## config.mk

```make
export PLATFORM = sky130hd
export DESIGN_NAME = univ_shift_reg
export DESIGN_NICKNAME = d
export VERILOG_FILES = /design/src/rtl/univ_shift_reg_pkg.sv /design/src/rtl/dff_cp_bit.sv /design/src/rtl/univ_shift_reg.sv
export SDC_FILE = /design/constraint.sdc
export NUM_CORES = 1
export LEC_CHECK = 0
export CORE_MARGIN = 4
export CORE_UTILIZATION = 30
export DETAILED_ROUTE_END_ITERATION = 8
export SETUP_SLACK_MARGIN = 0.4
export SYNTH_ARGS = -nofsm -noshare
export SYNTH_HDL_FRONTEND = slang
export SYNTH_SLANG_ARGS = --single-unit
```

## constraint.sdc

```tcl
create_clock -name clk -period 2.3 [get_ports clk]
set_input_delay 0.345 -clock clk [delete_from_list [all_inputs] [get_ports clk]]
set_output_delay 0.345 -clock clk [all_outputs]
set_load 0.01 [all_outputs]
```

## src/rtl/univ_shift_reg_pkg.sv

```systemverilog
// Shared definitions for the universal shift register: operation codes
// used by the next-state mux and by benches driving the mode port.
package univ_shift_reg_pkg;

  localparam int MODE_W = 3;

  localparam logic [MODE_W-1:0] MODE_HOLD = 3'b000;
  localparam logic [MODE_W-1:0] MODE_SHR  = 3'b001;
  localparam logic [MODE_W-1:0] MODE_SHL  = 3'b010;
  localparam logic [MODE_W-1:0] MODE_LOAD = 3'b011;
  localparam logic [MODE_W-1:0] MODE_ROTR = 3'b100;
  localparam logic [MODE_W-1:0] MODE_ROTL = 3'b101;
  localparam logic [MODE_W-1:0] MODE_JOHN = 3'b110;
  localparam logic [MODE_W-1:0] MODE_CNT  = 3'b111;

endpackage

```

## src/rtl/dff_cp_bit.sv

```systemverilog
// One storage bit: async active-low clear, sync active-low preset to a
// per-bit constant, otherwise captures d every edge.
module dff_cp_bit #(
  parameter logic PRESET_BIT = 1'b1
) (
  input  logic clk,
  input  logic clr,
  input  logic pre,
  input  logic d,
  output logic q,
  output logic qn
);

  logic q_q;

  always_ff @(posedge clk or negedge clr) begin
    if (!clr)      q_q <= 1'b0;
    else if (!pre) q_q <= PRESET_BIT;
    else           q_q <= d;
  end

  assign q  = q_q;
  assign qn = ~q_q;

endmodule

```

## src/rtl/univ_shift_reg.sv

```systemverilog
// Universal register: hold, shift, load, rotate, Johnson step and count,
// built from WIDTH clear/preset flip-flops fed by one next-state mux.
module univ_shift_reg
  import univ_shift_reg_pkg::*;
#(
  parameter int               WIDTH      = 8,
  parameter logic [WIDTH-1:0] PRESET_VAL = '1
) (
  input  logic              clk,
  input  logic              clr,
  input  logic              pre,
  input  logic              en,
  input  logic [MODE_W-1:0] mode,
  input  logic [WIDTH-1:0]  d,
  input  logic              sin_r,
  input  logic              sin_l,
  output logic [WIDTH-1:0]  q,
  output logic [WIDTH-1:0]  qn,
  output logic              sout_r,
  output logic              sout_l,
  output logic              tc
);

  logic [WIDTH-1:0] q_d;

  // Clear and preset live inside each bit, so the mux only sees en and mode.
  always_comb begin
    q_d = q;
    if (en) begin
      case (mode)
        MODE_HOLD: q_d = q;
        MODE_SHR:  q_d = {sin_r, q[WIDTH-1:1]};
        MODE_SHL:  q_d = {q[WIDTH-2:0], sin_l};
        MODE_LOAD: q_d = d;
        MODE_ROTR: q_d = {q[0], q[WIDTH-1:1]};
        MODE_ROTL: q_d = {q[WIDTH-2:0], q[WIDTH-1]};
        MODE_JOHN: q_d = {~q[0], q[WIDTH-1:1]};
        MODE_CNT:  q_d = q + WIDTH'(1);
        default:   q_d = q;
      endcase
    end
  end

  for (genvar i = 0; i < WIDTH; i++) begin : g_bit
    dff_cp_bit #(
      .PRESET_BIT(PRESET_VAL[i])
    ) u_bit (
      .clk (clk),
      .clr (clr),
      .pre (pre),
      .d   (q_d[i]),
      .q   (q[i]),
      .qn  (qn[i])
    );
  end

  assign sout_r = q[0];
  assign sout_l = q[WIDTH-1];
  // Gating with clr keeps tc low during clear even before q has settled.
  assign tc     = clr & en & (mode == MODE_CNT) & (&q);

endmodule

```

==> key figures <==
Status
  – Status: finished, final reports clean

Final layout
  – Final nets: ~180
  – Most frequent cells in the layout: clkdlybuf4s50_1, inv_1, buf_4
  – Commonest non-fill, non-tap cell in the layout: clkdlybuf4s50_1
  – Layout area overhead: 35.1%
  – Share of layout cells above drive strength 1: between 10% and 20%
  – Fill cell count: roughly 360
  – Antenna Cells: 0
  – Max reg flops: 8

Timing
  – Slew @ Worst Pin: about 0.40 ns
  – Fin crit period: around 1.8 ns
  – Max-slew headroom: 72.9%
  – Clock skew: 0.00104 ns
  – Fin. Hold Viols: 0
  – RSZ-0062 raised after global routing: no
  – Final period util: about four fifths
  – Peak Freq: approximately 0.55 GHz
  – # setup viols final: 0
  – Final WS setup: 0.490 ns
  – Final Slew Violations: 0
  – Setup_tns: 0 ns

Critical path
  – CP Capture Type: output pin
  – WP data required: slightly below 2 ns
  – R2R cell count: 5
  – Reg-to-reg setup timing slack: 0.62 ns
  – CP arrival: 1.47 ns
  – Worst-path fanout max: 9
  – Setup Crit Path Kind: reg2out
  – CP Launch Type: flip-flop

Power
  – Power Density: 387 nW/um2
  – Leak pwr: 0.000583 uW
  – Maximum vdd drop: 0.117 mV

Detailed routing
  – Number of routed nets with antenna violations: 0
  – Total number of vias: 1090
  – Starting DRT DRC Count: 35
  – DRT Pass-1 Iters: 5
  – WL/cell: 14.4 um
  – Final wirelength: 2.95 mm
  – Vias/cell: 5.32
  – DR DRC count: 0

Clocking
  – # H-tree levels: 1
  – Hold buffer count at cts: 0
  – Clk pin slew, worst setup/hold paths: around 0.050 ns
  – Cts bufs inserted: 3
  – CTS tree: built
  – Postcts setup bufs: 0
  – CTS root buf: clkbuf_4
  – Clk_lat worst skew: 0.25 ns
  – CTS max path bufs: 2
  – Clock sinks: 8

Logic synthesis
  – Synthesis-stage register bit count: 8
  – Cells after synthesis: between 100 and 150
  – Post-synth EDFFs: 0
  – Avg Inst Size Synth: around 8 um2
  – Most area-consuming cells after synthesis: dfrtp_1, buf_4, buf_6
  – Ys flop type: dfrtp_1
  – Post-synthesis cell type count: 47
  – Area leader, netlist: dfrtp_1
  – Synthesized area: 1080 um2
  – Syn nets: 153
  – Post-synth ARST share: 100%
  – Ys Warns: 0
  – Top cell type's share of synthesized area: 18.5%
  – Register area share after synthesis: 18.5%

Placed design
  – Port Buf Inserts: 35
  – HPWL Detailed: 2.29 mm
  – Gpl congestion: 0.865
  – Post-Place Worst Slack: 0.180 ns

Global routing
  – Gr usage total: between 10 and 15%
  – Largest net degree at the start of global routing: 30
  – Global-route wire length before repair: around 4.8 mm
  – Vias in the first global route: 1003
  – Initial antenna violation count: 0
  – Total gr overflow: 0

Floorplanning
  – Num rows: 21
  – Width of the die: 68.1 um
  – Core box area: 3420 um2
  – Full die area: 4630 um2
  – Starting Density: a little under a third
  – Height of the die: 68.1 um
  – I/O pin total: 36

Hold path
  – Worst hold path class: in2async

Flow run
  – Maxcap violations: 0
==> worst max-delay path, cell delays in order, from the launching register on <==
cell and delay, ns:
dfrtp_1 0.37, buf_4 0.17, inv_1 0.12, clkdlybuf4s50_1 0.55
==> kinds of logic after synthesis <==
group	after synthesis	synth area share, %
muxes	5	4.74
xor gates and xnor gates	1	0.809
AOI/OAI and AO/OA	45	33.2
buffers and inverters	37	22.8
adders and majority gates	1	1.16
and+or+nand+nor	38	18.8
DFF	8	18.5
==> worst paths after layout <==
| path | end | from |
|---|---|---|
| hold reg to reg | g_bit[7].u_bit.q | g_bit[7].u_bit.q |
| hold / removal | g_bit[3].u_bit.q | clr |
| max in group asynchronous | g_bit[4].u_bit.q | clr |
| setup reg to reg | g_bit[7].u_bit.q | g_bit[1].u_bit.q |
| setup / recovery | qn[3] | g_bit[3].u_bit.q |
| min in group clk | g_bit[7].u_bit.q | g_bit[7].u_bit.q |
==> metrics by stage <==
| stage | instances | area [um2] | power [uW] | hold WS [ns] | util (%) |
|---|---|---|---|---|---|
| finish | 205 | 1460 | 566 | 0.476 | 42.8 |
| global route | 205 | 1460 | 597 | 0.506 | 42.8 |
| CTS | 204 | 1410 | 552 | 0.510 | 41.3 |
| detailed placement | 201 | 1380 | 448 | 0.680 | 40.5 |
| global placement | 201 | 1380 | 446 | 0.695 | 40.5 |
| floorplan | 135 | 1080 | 357 | 0.0494 | - |
==> area by class of cell <==
| class | count | area, um2 | share of cell area (%) |
|---|---|---|---|
| Clock buffer | 3 | 22.5 | 1.54 |
| Inverter | 10 | 37.5 | 2.57 |
| Multi-Input combinational cell | 90 | 659 | 45.1 |
| Sequential cell | 8 | 200 | 13.7 |
| Tap cell | 46 | 57.6 | 3.93 |
| Timing Repair Buffer | 48 | 485 | 33.2 |
==> Yosys cell counts, drive strengths merged (2+ instances only) <==
master  number
a211o        2
a211oi       3
a21oi        9
a31oi        4
a41oi        3
and3         4
buf         27
dfrtp        8
inv         10
mux2i        4
nand2        7
nand2b       4
nand3        6
nand4b       2
nor2         8
nor2b        2
nor3         2
nor4         2
o211ai       2
o21ai        6
o311ai       3
o31ai        2
o41ai        2
==> metal layers <==
metal | global-route usage [%] | part of all wire, %
met5 | 0 | 0
met4 | 6.20 | 2.6
met3 | 0.985 | 3.9
met2 | 21.5 | 49
met1 | 18.6 | 45
==> power by group <==
group / internal (uW) / leakage [uW] / switching, uW
clock network: 59.6 / 0.0000138 / 46.8
registers: 152 / 0.0000761 / 12.2
logic: 152 / 0.000493 / 143
total: 363 / 0.000583 / 202
==> timing repair <==
action                                  CTS  global route
endpoints found under the hold margin     0             0
pin swaps                                 0             2
resized for setup                         4             5
gates cloned                              0             1
endpoints found under the setup margin    1             3
Power figures use the tool's default switching activity.
